--- src/rtl/disp_scan_ctrl.sv ---
// Two-digit multiplexed 7-segment scan controller.
// Scans ones and tens digits with a blanking guard cycle between them, and
// commits new display values (load or BCD increment) only at the frame
// boundary so a frame never shows a half-updated value.
module disp_scan_ctrl #(
    parameter int DWELL    = 4,
    parameter int BLANK_LZ = 1
) (
    input  logic       clk,
    input  logic       reset,
    input  logic       load_valid,
    input  logic [3:0] load_tens,
    input  logic [3:0] load_ones,
    output logic       load_ready,
    input  logic       inc,
    output logic [6:0] seg,
    output logic       digit_sel,
    output logic       frame_tick
);

    typedef enum logic [1:0] {
        ST_ONES    = 2'd0,
        ST_GUARD_A = 2'd1,
        ST_TENS    = 2'd2,
        ST_GUARD_B = 2'd3
    } state_t;

    localparam logic [7:0] DWELL_LAST = 8'(DWELL - 1);

    state_t     state_q, state_d;
    logic [7:0] dwell_q, dwell_d;
    logic [3:0] tens_q, tens_d;
    logic [3:0] ones_q, ones_d;
    logic [7:0] pend_q, pend_d;
    logic       pend_valid_q, pend_valid_d;
    logic       inc_pend_q, inc_pend_d;
    logic [6:0] seg_q, seg_d;
    logic       digit_sel_q, digit_sel_d;
    logic       frame_tick_q, frame_tick_d;
    logic       boundary;
    logic       accept;

    // BCD digit to active-high segments {g,f,e,d,c,b,a}; non-BCD codes are dark
    function automatic logic [6:0] seg_decode(input logic [3:0] d);
        case (d)
            4'd0:    seg_decode = 7'h3F;
            4'd1:    seg_decode = 7'h06;
            4'd2:    seg_decode = 7'h5B;
            4'd3:    seg_decode = 7'h4F;
            4'd4:    seg_decode = 7'h66;
            4'd5:    seg_decode = 7'h6D;
            4'd6:    seg_decode = 7'h7D;
            4'd7:    seg_decode = 7'h07;
            4'd8:    seg_decode = 7'h7F;
            4'd9:    seg_decode = 7'h6F;
            default: seg_decode = 7'h00;
        endcase
    endfunction

    // Two-digit BCD increment {tens,ones}; 99 wraps, any non-BCD digit gives 00
    function automatic logic [7:0] bcd_inc(input logic [3:0] t, input logic [3:0] o);
        if (t > 4'd9 || o > 4'd9) begin
            bcd_inc = 8'h00;
        end else if (o == 4'd9) begin
            bcd_inc = (t == 4'd9) ? 8'h00 : {t + 4'd1, 4'd0};
        end else begin
            bcd_inc = {t, o + 4'd1};
        end
    endfunction

    assign boundary   = (state_q == ST_GUARD_B);
    assign accept     = load_valid & ~pend_valid_q;
    assign load_ready = ~pend_valid_q;
    assign seg        = seg_q;
    assign digit_sel  = digit_sel_q;
    assign frame_tick = frame_tick_q;

    // Scan sequencing: dwell counter restarts on every state change
    always_comb begin
        state_d = state_q;
        dwell_d = 8'd0;
        case (state_q)
            ST_ONES: begin
                if (dwell_q == DWELL_LAST) state_d = ST_GUARD_A;
                else                       dwell_d = dwell_q + 8'd1;
            end
            ST_GUARD_A: state_d = ST_TENS;
            ST_TENS: begin
                if (dwell_q == DWELL_LAST) state_d = ST_GUARD_B;
                else                       dwell_d = dwell_q + 8'd1;
            end
            default: state_d = ST_ONES;
        endcase
    end

    // Request capture and boundary commit; a pending load beats a pending inc
    always_comb begin
        tens_d       = tens_q;
        ones_d       = ones_q;
        pend_d       = accept ? {load_tens, load_ones} : pend_q;
        pend_valid_d = pend_valid_q | accept;
        inc_pend_d   = inc_pend_q | inc;
        if (boundary) begin
            if (pend_valid_q) begin
                {tens_d, ones_d} = pend_q;
            end else if (inc_pend_q) begin
                {tens_d, ones_d} = bcd_inc(tens_q, ones_q);
            end
            pend_valid_d = accept;
            inc_pend_d   = inc;
        end
    end

    // Output decode of the current state, registered one cycle later
    always_comb begin
        seg_d        = 7'h00;
        digit_sel_d  = 1'b0;
        frame_tick_d = boundary;
        case (state_q)
            ST_ONES: seg_d = seg_decode(ones_q);
            ST_TENS: begin
                digit_sel_d = 1'b1;
                if (!(BLANK_LZ != 0 && tens_q == 4'd0)) seg_d = seg_decode(tens_q);
            end
            default: seg_d = 7'h00;
        endcase
    end

    // All state and registered outputs, cleared asynchronously by reset
    always_ff @(posedge clk or posedge reset) begin
        if (reset) begin
            state_q      <= ST_ONES;
            dwell_q      <= 8'd0;
            tens_q       <= 4'd0;
            ones_q       <= 4'd0;
            pend_q       <= 8'd0;
            pend_valid_q <= 1'b0;
            inc_pend_q   <= 1'b0;
            seg_q        <= 7'h00;
            digit_sel_q  <= 1'b0;
            frame_tick_q <= 1'b0;
        end else begin
            state_q      <= state_d;
            dwell_q      <= dwell_d;
            tens_q       <= tens_d;
            ones_q       <= ones_d;
            pend_q       <= pend_d;
            pend_valid_q <= pend_valid_d;
            inc_pend_q   <= inc_pend_d;
            seg_q        <= seg_d;
            digit_sel_q  <= digit_sel_d;
            frame_tick_q <= frame_tick_d;
        end
    end

endmodule

--- config.mk ---
export PLATFORM = sky130hd
export DESIGN_NAME = disp_scan_ctrl
export DESIGN_NICKNAME = d
export VERILOG_FILES = /design/src/rtl/disp_scan_ctrl.sv
export SDC_FILE = /design/constraint.sdc
export NUM_CORES = 1
export LEC_CHECK = 0
export ABC_AREA = 1
export BUFFER_PORTS_ARGS = -buffer_cell sky130_fd_sc_hd__buf_2
export CORE_MARGIN = 1
export CORE_UTILIZATION = 58
export CTS_CLUSTER_DIAMETER = 40
export CTS_CLUSTER_SIZE = 14
export DETAILED_ROUTE_END_ITERATION = 16
export GPL_TIMING_DRIVEN = 0
export MAX_ROUTING_LAYER = met4
export PLACE_DENSITY = 0.79
export REMOVE_ABC_BUFFERS = 1
export SLEW_MARGIN = 10
export SYNTH_ARGS = -nofsm -noshare
export SYNTH_HDL_FRONTEND = slang
export SYNTH_SLANG_ARGS = --single-unit
--- constraint.sdc ---
create_clock -name clk -period 1.8 [get_ports clk]
set_input_delay 0.27 -clock clk [delete_from_list [all_inputs] [get_ports clk]]
set_output_delay 0.27 -clock clk [all_outputs]
set_load 0.005 [all_outputs]
# Word level (Yosys, flattened, before mapping)
# Memory sizes are Yosys's and may differ from the RTL's.
# Index checks and enable logic that the tools add are counted.
# totals
output_inout_bits	10
rom_bits	224
n_memories	2
elab_cells	55
ff_bits	37
inputBits	12
# op_classes
addsub	3
reduce_logical	9
mux	17
bitwise_logic	4
n_lt_le_gt_ge	2
eq_ne	8
# memory_table
memory	words	width	read_ports	rd_clocked_by_memory_dff	write_ports	line_no	source
(no name shown)	16	7	1	0	0	45	case (d)
(no name shown)	16	7	1	0	0	45	
# op_table
operator	count
$mux 8	5
$mux 4	4
$pmux 7 s2	1
$add 4x1->4 const B	2
$add 8x1->8 const B	1
$eq 4x4->1 const B	2
$eq 8x2->1 const B	1
$gt 4x4->1 const B	2
$mux 7	1
$pmux 2 s3	1
$eq 2x2->1 const B	2
$logic_not 4->1	1
$mux 2	2
$ne 2x2->1 const B	2
$reduce_and 2->1	2
$mux 1	3
$reduce_and 3->1	1
$reduce_bool 3->1	1
$eq 2x1->1 const B	1
$logic_not 2->1	1
$or 1x1->1	2
$reduce_bool 2->1	1
$reduce_or 2->1	1
$and 1x1->1	1
2 further kinds	2

# Logic depth before layout (Yosys ltp)
# Gate-level depths: netlist of run 1.
# depth
word_depth	6
ltp_mapped	10
ltp_nobuf	10

# Worst setup path before layout of run 1
# OpenSTA, ideal clock, no wires.
# synth_path
path_kind	register to register
startpoint	register tens_q[1]
endpoint	register tens_q[0]
synth_period_minus_slack_ns	1.393
t_arrival_ns	1.277
setup_ns	0.116
path_stages_with_launch	10
n_path_buf	0
required_ns	1.684
setup_slack_ns	0.407
path_cell_list	dfrtp_1 inv_1 ha_1 nand2_4 nand3_4 nand4_2 nand2_4 inv_2 nand2_1 nand2_1
# synth_between
elab_chain_len	6
word_cells_on_any_way	10
cone_classes	order compare (1); eq/ne (1); mux (5); reduce/logical (3)
# synth_rtl
element	line_no	source
from (decl)	32	logic [3:0] tens_q, tens_d;
from (signal assigned)	145	tens_q <= tens_d;
$eq 4x4->1	65	bcd_inc = (t == 4'd9) ? 8'h00 : {t + 4'd1, 4'd0};
$mux 8	65	
$mux 8	64	end else if (o == 4'd9) begin
$mux 8	62	if (t > 4'd9 || o > 4'd9) begin
$mux 4	106	end else if (inc_pend_q) begin
$mux 4	104	if (pend_valid_q) begin
# Several ways; a longest one is shown, not always the timed one. The select of a mux whose other input is x is not followed.
# A chain may end at the register's enable or synchronous reset.

# Worst setup path after layout of run 1
# layout_path
startpoint	register tens_q[0]
endpoint	register tens_q[2]
# layout_between
elab_chain_len	6
word_cells_on_any_way	11
cone_classes	add/sub (1); order compare (1); eq/ne (1); mux (5); reduce/logical (3)
# layout_rtl
element	line_no
$add 4x1->4 / $eq 4x4->1 (equally long branches)	65
$mux 8	65
$mux 8	64
$mux 8	62
$mux 4	106
$mux 4	104
# Several ways; a longest one is shown, not always the timed one. The select of a mux whose other input is x is not followed.

==> impl_metrics.env, run 1 <==
export IMPL_outcome="completed"
export IMPL_worst_skew_pair_later_pin_latency_ns=0.29
export IMPL_htree_num_levels=2
export IMPL_cts_buffers=5
export IMPL_crit_path_max_incr_delay_ns=0.46
export IMPL_area_added_between_synthesis_and_finish_pct=12.1
export IMPL_post_synth_xor_area_fraction_pct=1.22
export IMPL_chipWidth_um=62.9
export IMPL_cts_root_buf="clkbuf_8"
export IMPL_critPathRequiredTime_ns=1.98
export IMPL_avgSynthCellArea_sq_um=8.90
export IMPL_gp_routability_congestion=0.864
export IMPL_synthAdderAreaFrac_pct=7.55
export IMPL_num_rows=21
export IMPL_drt_vias_per_instance=5.22
export IMPL_number_of_buffers_added_on_ports=21
export IMPL_ys_flop_type="dfrtp_1"
export IMPL_synth_compound_area_share_pct=10.7
export IMPL_yosysSeqAreaShare_pct=43.0
export IMPL_finalHoldViolCount=0
export IMPL_antenna_found_initial=0
export IMPL_finish_net_count=291
export IMPL_worst_setup_hold_path_clk_slew_ns=0.08
export IMPL_setup_violations=0
export IMPL_routed_wl_mm=3.74
export IMPL_muxShareOfSynthArea_pct=4.18
export IMPL_worst_endpoint_arrival_ns=1.75
export IMPL_syn_instance_count=242
export IMPL_critical_path_slowest_cell="dfrtp_1"
export IMPL_crit_buf_inv=2
export IMPL_postPlaceCellArea_sq_um=2270
export IMPL_fmaxAchievable_mhz=638
export IMPL_cpLargestDelayFamily="simple AND/OR/NAND/NOR gates"
export IMPL_antenna_violating_nets_post_route=0
export IMPL_async_flop_share_pct=100
export IMPL_cts_post_setup_buffers_inserted=0
export IMPL_layout_drive_gt1_share_pct=24.0
export IMPL_setup_worst_path_end_class="register"
export IMPL_die_area_sq_um=3960
export IMPL_detailed_route_drc_error_count=0
export IMPL_grt_use_total_pct=22.2
export IMPL_cap_viol_max_count=0
export IMPL_dr_pass1_iters=5
export IMPL_die_h_um=62.9
export IMPL_worstPathMaxFanout=7
export IMPL_layout_filler_cells=295
export IMPL_synth_top_family_by_area="simple AND/OR/NAND/NOR gates"
export IMPL_ioPinCount=22
export IMPL_start_util_pct=62.6
export IMPL_cts_root_to_sink_buffers=2
export IMPL_power_ir_vdd_worst_mv=0.860
export IMPL_worstSetupPathType="reg2reg"
export IMPL_simple_logic_cell_fraction_of_the_synthesized_area_pct=24.1
export IMPL_hpwl_after_dpl_mm=2.77
export IMPL_finalWorstPathRequiredPeriod_ns=1.57
export IMPL_synth_yosys_warnings=0
export IMPL_detail_route_wl_per_cell_um=12.0
export IMPL_drtIter0Drc=59
export IMPL_maximum_number_of_pins_on_one_net_before_global_route_repair=38
export IMPL_tritoncts_clock_tree="done"
export IMPL_final_antenna_diode_count=0
export IMPL_core_area_sq_um=3440
export IMPL_globalRoute_totalOverflow=0
export IMPL_synth_enable_flop_cells=0
export IMPL_tritoncts_num_sinks=37
export IMPL_netlist_area_sq_um=2150
export IMPL_final_min_period_over_clock_period_pct=87.1
export IMPL_finClkSkew_ns=0.0125
export IMPL_timing_worst_slew_pin_value_ns=0.748
export IMPL_worst_setup_path_start_kind="register"
export IMPL_postSynthRegisterBits=37
export IMPL_timing_final_max_slew_violations=0
export IMPL_first_global_vias=1590
export IMPL_fin_tns_setup_ns=0
export IMPL_finalInstanceArea_sq_um=2410
export IMPL_power_per_cell_area_nw_per_um2=1390
export IMPL_num_vias=1633
export IMPL_timing_hold_worst_class="in2async"
export IMPL_critical_path_cell_chain="inv_1 -> ha_1 -> nand2_4 -> nand3_4 -> nand4_2 -> nand2_4 -> inv_2 -> nand2_1 -> nand2_1"
export IMPL_post_synth_num_cell_types=30
export IMPL_setup_repair_after_global_routing_missed_its_margin="no"
export IMPL_grt_first_pass_wirelength_mm=6.76
export IMPL_power_leakage_nw=1.21
export IMPL_cts_hold_buffers_added=0
export IMPL_timing_slew_headroom_pct=50.1
==> registers in the layout, indices dropped and copies added (netlist names) <==
name          cells
frame_tick        1
ones_q            4
digit_sel         1
tens_q            4
seg               7
state_q           2
pend_valid_q      1
dwell_q           8
inc_pend_q        1
pend_q            8
==> kinds of logic (layout without fill, tap and decap cells) <==
group,after synthesis,in the layout
flops,37,37
buf+inv,39,64
compound gates,38,38
simple gates,104,104
xor+xnor,3,3
mux,8,8
fa+ha+maj,13,13
==> cell type report <==
class	count	area (sq um)	area share, %
Clock inverter	3	68.8	2.85
Tap cell	46	57.6	2.38
Sequential cell	37	926	38.3
Clock buffer	5	68.8	2.85
Inverter	35	156	6.48
Multi-Input combinational cell	166	1030	42.7
Timing Repair Buffer	21	105	4.35
==> layer usage <==
| metal | vias to the layer above | routed length (um) | share of wire [%] | GRT usage, % |
|---|---|---|---|---|
| met4 | 0 | 42 | 1.1 | 7.27 |
| met5 | - | 0 | 0 | - |
| li1 | 833 | - | - | - |
| met1 | 766 | 1680 | 45 | 26.0 |
| met3 | 5 | 117 | 3.1 | 4.38 |
| met2 | 29 | 1900 | 51 | 38.0 |
==> cell usage after synthesis (all sizes together), types with 5 or more instances <==
library cell | instances | area (sq um)
a21oi | 14 | 73.8
dfrtp | 37 | 926
ha | 13 | 163
inv | 35 | 156
mux2 | 8 | 90.1
nand2 | 56 | 255
nand3 | 11 | 85.1
nand4 | 5 | 37.5
nor2 | 28 | 121
o21ai | 15 | 82.6
o22ai | 6 | 37.5
==> repair_timing <==
item,4_1_cts,5_1_grt
setup endpoints to repair,0,2
hold endpoints to repair,0,0
resized for setup,0,1
==> placed cells by master, fill, tap and decap left out, drive strengths merged <==
master / netlist / layout
dfrtp: 37 / 37
nor3: 4 / 4
a31oi: 1 / 1
bufinv: 0 / 2
o21bai: 1 / 1
clkbuf: 0 / 5
buf: 4 / 21
nand3: 11 / 11
mux2: 8 / 8
a22o: 1 / 1
nand2: 56 / 56
o22ai: 6 / 6
nor2: 28 / 28
a21oi: 14 / 14
ha: 13 / 13
inv: 35 / 36
nand4: 5 / 5
xnor2: 3 / 3
o21ai: 15 / 15
==> through the flow <==
| stage | power, W | utilization, % | hold slack (ns) | setup slack (ns) | instances |
|---|---|---|---|---|---|
| floorplan | 0.00221 | - | 0.384 | 0.406 | 238 |
| global placement | 0.00247 | 66.1 | 0.449 | 0.211 | 305 |
| detailed placement | 0.00250 | 66.1 | 0.449 | 0.216 | 305 |
| CTS | 0.00337 | 70.1 | 0.135 | 0.165 | 313 |
| global route | 0.00360 | 70.2 | 0.179 | 0.0791 | 313 |
| finish | 0.00336 | 70.2 | 0.105 | 0.232 | 313 |
==> final timing paths <==
check / startpoint / endpoint / slack [ns] / cells after the start
setup / recovery: tens_q[0]$_DFFE_PP0P_ / tens_q[2]$_DFFE_PP0P_ / 0.23 / 9
hold / removal: reset / dwell_q[6]$_DFF_PP0_ / 0.10 / 2
setup reg to reg: tens_q[0]$_DFFE_PP0P_ / tens_q[2]$_DFFE_PP0P_ / 0.23 / 9
hold reg to reg: dwell_q[0]$_DFF_PP0_ / dwell_q[0]$_DFF_PP0_ / 0.46 / 1
max in group asynchronous: reset / dwell_q[5]$_DFF_PP0_ / 1.22 / 2
min in group clk: inc / inc_pend_q$_DFF_PP0_ / 0.17 / 2
==> report_power, final <==
part	switching, W	total [W]	internal (W)	leakage, nW
sequential	0.000267	0.00131	0.00104	0.445
combinational	0.000702	0.00119	0.000488	0.692
clock	0.000302	0.000859	0.000558	0.0687
total	0.00127	0.00336	0.00209	1.21
No activity file was read; power rests on OpenSTA's default activity.
==> inputs of run 2 (changes only) <==
CELL_PAD_IN_SITES_DETAIL_PLACEMENT = 1   (was default)
CELL_PAD_IN_SITES_GLOBAL_PLACEMENT = 1   (was default)
CORE_UTILIZATION = 45   (was 58)
PLACE_DENSITY = default   (was 0.79)
PLACE_DENSITY_LB_ADDON = 0.1   (was default)
==> run 2 against run 1 <==
Wire length grew 13%. Maximum frequency shrank 0.72%. Flip-flop and latch count is the same. Global-route usage shrank 2.1 points. First-iteration DRC count shrank 1.7%. Non-clock buffer count is the same. Via count shrank 0.49%. Total power shrank 3.0%. Largest cell class unchanged. Highest routed layer unchanged.
==> impl_metrics.env, run 2 (same netlist as run 1, synthesis figures left out) <==
export IMPL_met3_wirelength_um=119
export IMPL_finish_net_count=291
export IMPL_p_total_w=0.00326
export IMPL_layout_core_utilization_pct=53.7
export IMPL_detailed_route_drc_error_count=0
export IMPL_htree_num_levels=2
export IMPL_num_rows=24
export IMPL_drtIter0Drc=58
export IMPL_most_common_layout_cells="48 x nand2_1, 37 x dfrtp_1, 26 x inv_1, 26 x nor2_1, 21 x buf_2"
export IMPL_final_antenna_diode_count=0
export IMPL_worst_endpoint_arrival_ns=1.76
export IMPL_reg2reg_setup_slack_ns=0.22
export IMPL_worstSetupPathType="reg2reg"
export IMPL_critical_path_startpoint="tens_q[0]$_DFFE_PP0P_"
export IMPL_fmaxAchievable_mhz=633
export IMPL_detail_route_wl_per_cell_um=13.3
export IMPL_gp_routability_congestion=0.776
export IMPL_routed_wl_mm=4.23
export IMPL_met2_length_mm=2.08
export IMPL_sequential_cell_area_sq_um=926
export IMPL_area_added_between_synthesis_and_finish_pct=11.5
export IMPL_critPathRequiredTime_ns=1.98
export IMPL_worst_skew_pair_later_pin_latency_ns=0.29
export IMPL_maximum_number_of_pins_on_one_net_before_global_route_repair=38
export IMPL_cap_viol_max_count=0
export IMPL_num_vias=1625
export IMPL_grt_use_total_pct=20.1
export IMPL_hpwl_after_dpl_mm=3.25
export IMPL_grt_first_pass_wirelength_mm=7.62
export IMPL_detail_route_wirelength_met1_mm=1.97
export IMPL_power_ir_vdd_worst_mv=0.742
export IMPL_tritoncts_clock_tree="done"
export IMPL_die_area_sq_um=5070
export IMPL_critical_path_slowest_cell="dfrtp_1"
export IMPL_power_per_cell_area_nw_per_um2=1360
export IMPL_top_layer="met4"
export IMPL_tritoncts_num_sinks=37
export IMPL_final_min_period_over_clock_period_pct=87.7
export IMPL_setup_repair_after_global_routing_missed_its_margin="no"
export IMPL_area_taken_by_multi_input_logic_gates_sq_um=1030
export IMPL_outcome="completed"
export IMPL_number_of_buffers_added_on_ports=21
export IMPL_worst_setup_hold_path_clk_slew_ns=0.07
export IMPL_hold_worst_slack_ns=0.121
export IMPL_placedCellCount=311
export IMPL_crit_path_max_incr_delay_ns=0.47
export IMPL_fin_tns_setup_ns=0
export IMPL_drt_vias_per_instance=5.09
export IMPL_setup_worst_path_end_class="register"
export IMPL_timing_slew_headroom_pct=47.9
export IMPL_globalRoute_totalOverflow=0
export IMPL_instances_no_fill=319
export IMPL_start_util_pct=48.1
export IMPL_ioPinCount=22
export IMPL_worst_setup_path_start_kind="register"
export IMPL_cts_root_to_sink_buffers=2
export IMPL_cts_root_buf="clkbuf_8"
export IMPL_dr_pass1_iters=6
export IMPL_source_of_the_worst_register_to_register_timing_path="tens_q[0]$_DFFE_PP0P_"
export IMPL_layout_drive_gt1_share_pct=23.6
export IMPL_layout_cells_most_common="nand2_1"
export IMPL_timing_hold_worst_class="in2async"
export IMPL_core_area_sq_um=4470
export IMPL_first_global_vias=1664
export IMPL_setup_violations=0
export IMPL_cts_buffers=5
export IMPL_worstPathMaxFanout=7
export IMPL_layout_filler_cells=563
export IMPL_finalHoldViolCount=0
export IMPL_antenna_violating_nets_post_route=0
export IMPL_die_h_um=71.2
export IMPL_antenna_found_initial=0
export IMPL_finalWorstPathRequiredPeriod_ns=1.58
export IMPL_critical_path_cell_chain="inv_1 -> ha_1 -> nand2_4 -> nand3_4 -> nand4_2 -> nand2_4 -> inv_2 -> nand2_1 -> nand2_1"
export IMPL_power_leakage_nw=1.20
export IMPL_timing_worst_slew_pin_value_ns=0.780
export IMPL_finClkSkew_ns=0.00602
export IMPL_chipWidth_um=71.2
export IMPL_cts_post_setup_buffers_inserted=0
export IMPL_timing_final_max_slew_violations=0
-- run 2: report_power, final --
part	internal (W)	total, W	switching (W)
logic	0.000489	0.00120	0.000711
clock network	0.000452	0.000744	0.000292
registers	0.00104	0.00131	0.000271
total	0.00198	0.00326	0.00127
-- run 2: final timing paths --
path,endpoint,cells after the start
min reg2reg,dwell_q[0]$_DFF_PP0_,1
max in group asynchronous,dwell_q[0]$_DFF_PP0_,2
max reg2reg,tens_q[0]$_DFFE_PP0P_,9
min in group clk,inc_pend_q$_DFF_PP0_,2
max,tens_q[0]$_DFFE_PP0P_,9
min,seg[2]$_DFF_PP0_,2
-- run 2: through the flow --
stage                     setup WS, ns  area (sq um)
after CTS                       0.0850          2400
after global routing            0.0753          2400
after floorplan                  0.406          2110
after detailed placement         0.131          2280
after global placement           0.174          2280
final                            0.221          2400
-- run 2: worst max-delay path: cells and delay by family, from the launching register on --
kind | cells | cell delay [ns]
DFF | 1 | 0.47
adders and majority gates | 1 | 0.31
and+or+nand+nor | 6 | 0.53
buffers and inverters | 2 | 0.17
-- run 2: layer usage --
metal  global-route usage [%]  up-vias
li1                         -      828
met3                     4.27        5
met5                        -        -
met4                     6.67        0
met1                     24.7      766
met2                     32.8       26
-- run 2: area by class of cell --
cell class | count | share of cell area, %
Clock inverter | 1 | 1.25
Tap cell | 52 | 2.71
Clock buffer | 7 | 3.60
Multi-Input combinational cell | 166 | 43.0
Timing Repair Buffer | 21 | 4.38
Inverter | 35 | 6.51
Sequential cell | 37 | 38.6
-- run 2: what timing repair did --
item                       CTS  global route
gates resized for setup      0             1
hold endpoints to repair     0             0
hold buffers                 0             0
setup endpoints to repair    0             1
==> inputs of run 3 (changes only) <==
CORE_UTILIZATION = 40   (was 45)
CTS_BUF_LIST = sky130_fd_sc_hd__clkbuf_2   (was default)
==> run 3 against run 2 <==
Maximum frequency fell by 1.8%. Critical path depth did not move. Global-route usage fell by 2.6 points. Sequential share of layout area rose by 0.30 points. Largest power group unchanged. Critical path type unchanged. Cell count rose by 6.3%.
==> impl_metrics.env, run 3 (same netlist as run 1, synthesis figures left out) <==
export IMPL_outcome="completed"
export IMPL_htree_num_levels=2
export IMPL_place_ws_ns=0.116
export IMPL_routed_wl_mm=4.27
export IMPL_power_leakage_nw=1.18
export IMPL_globalRoute_totalOverflow=0
export IMPL_top_layer="met4"
export IMPL_finalHoldViolCount=0
export IMPL_crit_path_max_incr_delay_ns=0.51
export IMPL_final_min_period_over_clock_period_pct=89.4
export IMPL_num_vias=1615
export IMPL_layout_filler_cells=645
export IMPL_die_area_sq_um=5680
export IMPL_grt_use_total_pct=17.5
export IMPL_worst_endpoint_arrival_ns=1.91
export IMPL_setup_violations=0
export IMPL_cts_root_buf="clkbuf_2"
export IMPL_critical_path_slowest_cell="dfrtp_1"
export IMPL_cts_buffers=5
export IMPL_critical_path_cell_chain="inv_1 -> ha_1 -> nand2_4 -> nand3_4 -> nand4_2 -> nand2_4 -> inv_2 -> nand2_1 -> nand2_1"
export IMPL_detail_route_wl_per_cell_um=12.6
export IMPL_tritoncts_clock_tree="done"
export IMPL_tritoncts_num_sinks=37
export IMPL_drtIter0Drc=20
export IMPL_finalWorstPathRequiredPeriod_ns=1.61
export IMPL_final_critical_path_setup_slack_ns=0.191
export IMPL_layout_cells_most_common="nand2_1"
export IMPL_gp_routability_congestion=0.795
export IMPL_setup_worst_path_end_class="register"
export IMPL_met3_wirelength_um=99
export IMPL_num_rows=26
export IMPL_setup_repair_after_global_routing_missed_its_margin="no"
export IMPL_die_h_um=75.4
export IMPL_worst_skew_pair_later_pin_latency_ns=0.38
export IMPL_reg2reg_setup_slack_ns=0.19
export IMPL_power_per_cell_area_nw_per_um2=1210
export IMPL_most_common_layout_cells="48 x nand2_1, 37 x dfrtp_1, 26 x inv_1, 26 x nor2_1, 21 x buf_2"
export IMPL_cap_viol_max_count=0
export IMPL_start_util_pct=41.9
export IMPL_timing_hold_worst_class="in2reg"
export IMPL_core_area_sq_um=5140
export IMPL_worst_setup_path_start_kind="register"
export IMPL_dr_pass1_iters=4
export IMPL_fmaxAchievable_mhz=622
export IMPL_layout_core_utilization_pct=46.3
export IMPL_worstPathMaxFanout=8
export IMPL_first_global_vias=1630
export IMPL_ioPinCount=22
export IMPL_layout_drive_gt1_share_pct=23.4
export IMPL_timing_final_max_slew_violations=0
export IMPL_detail_route_wirelength_met1_mm=2.08
export IMPL_critPathRequiredTime_ns=2.10
export IMPL_area_taken_by_multi_input_logic_gates_sq_um=1030
export IMPL_final_antenna_diode_count=0
export IMPL_grt_first_pass_wirelength_mm=7.27
export IMPL_number_of_buffers_added_on_ports=21
export IMPL_cpLargestDelayFamily="simple AND/OR/NAND/NOR gates"
export IMPL_antenna_violating_nets_post_route=0
export IMPL_timing_worst_slew_pin_value_ns=0.475
export IMPL_timing_slew_headroom_pct=68.3
export IMPL_worstSetupPathType="reg2reg"
export IMPL_finClkSkew_ns=0.0314
export IMPL_worst_setup_hold_path_clk_slew_ns=0.20
export IMPL_cts_root_to_sink_buffers=2
export IMPL_finish_net_count=293
export IMPL_antenna_found_initial=0
export IMPL_maximum_number_of_pins_on_one_net_before_global_route_repair=21
export IMPL_detailed_route_drc_error_count=0
export IMPL_power_ir_vdd_worst_mv=0.477
export IMPL_area_added_between_synthesis_and_finish_pct=10.6
export IMPL_fin_tns_setup_ns=0
export IMPL_sequential_cell_area_sq_um=926
export IMPL_chipWidth_um=75.4
export IMPL_met2_length_mm=2.06
export IMPL_drt_vias_per_instance=4.76
export IMPL_hpwl_after_dpl_mm=3.38
export IMPL_cts_post_setup_buffers_inserted=0
export IMPL_crit_buf_inv=2
-- run 3: final timing paths --
| path | from | end | depth (start not counted) |
|---|---|---|---|
| max in group asynchronous | reset | seg[0]$_DFF_PP0_ | 4 |
| hold reg to reg | dwell_q[0]$_DFF_PP0_ | dwell_q[0]$_DFF_PP0_ | 1 |
| min in group asynchronous | reset | dwell_q[5]$_DFF_PP0_ | 3 |
| setup reg to reg | tens_q[1]$_DFFE_PP0P_ | tens_q[3]$_DFFE_PP0P_ | 9 |
| hold / removal | inc | inc_pend_q$_DFF_PP0_ | 2 |
| setup / recovery | tens_q[1]$_DFFE_PP0P_ | tens_q[3]$_DFFE_PP0P_ | 9 |
-- run 3: what timing repair did --
action | CTS | global route
endpoints found under the hold margin | 19 | 0
resized for setup | 0 | 1
endpoints found under the setup margin | 0 | 2
hold buffers | 1 | 0
-- run 3: stage by stage --
| stage | cell area [sq um] | hold slack [ns] | total power, W | instances |
|---|---|---|---|---|
| 2_1_floorplan | 2110 | 0.384 | 0.00221 | 238 |
| 3_3_place_gp | 2300 | 0.455 | 0.00252 | 329 |
| 3_5_place_dp | 2330 | 0.313 | 0.00256 | 330 |
| 4_1_cts | 2380 | 0.0416 | 0.00292 | 339 |
| 5_1_grt | 2380 | 0.0325 | 0.00314 | 339 |
| 6_report | 2380 | 0.0763 | 0.00287 | 339 |
-- run 3: area by class of cell --
| type | instances | share of cell area (%) |
|---|---|---|
| Clock buffer | 5 | 1.05 |
| Clock inverter | 3 | 0.525 |
| Inverter | 35 | 6.57 |
| Multi-Input combinational cell | 166 | 43.3 |
| Sequential cell | 37 | 38.9 |
| Tap cell | 70 | 3.68 |
| Timing Repair Buffer | 23 | 5.99 |
-- run 3: layer usage --
| layer | GRT usage [%] | up-vias |
|---|---|---|
| li1 | - | 837 |
| met1 | 21.3 | 755 |
| met2 | 29.7 | 21 |
| met3 | 3.57 | 2 |
| met4 | 4.32 | 0 |
| met5 | - | - |
-- run 3: where the power goes --
| part | total (W) | internal [W] | switching (W) | leakage (nW) |
|---|---|---|---|---|
| clock network | 0.000353 | 0.0000852 | 0.000268 | 0.0278 |
| registers | 0.00132 | 0.00104 | 0.000277 | 0.445 |
| logic | 0.00120 | 0.000495 | 0.000709 | 0.709 |
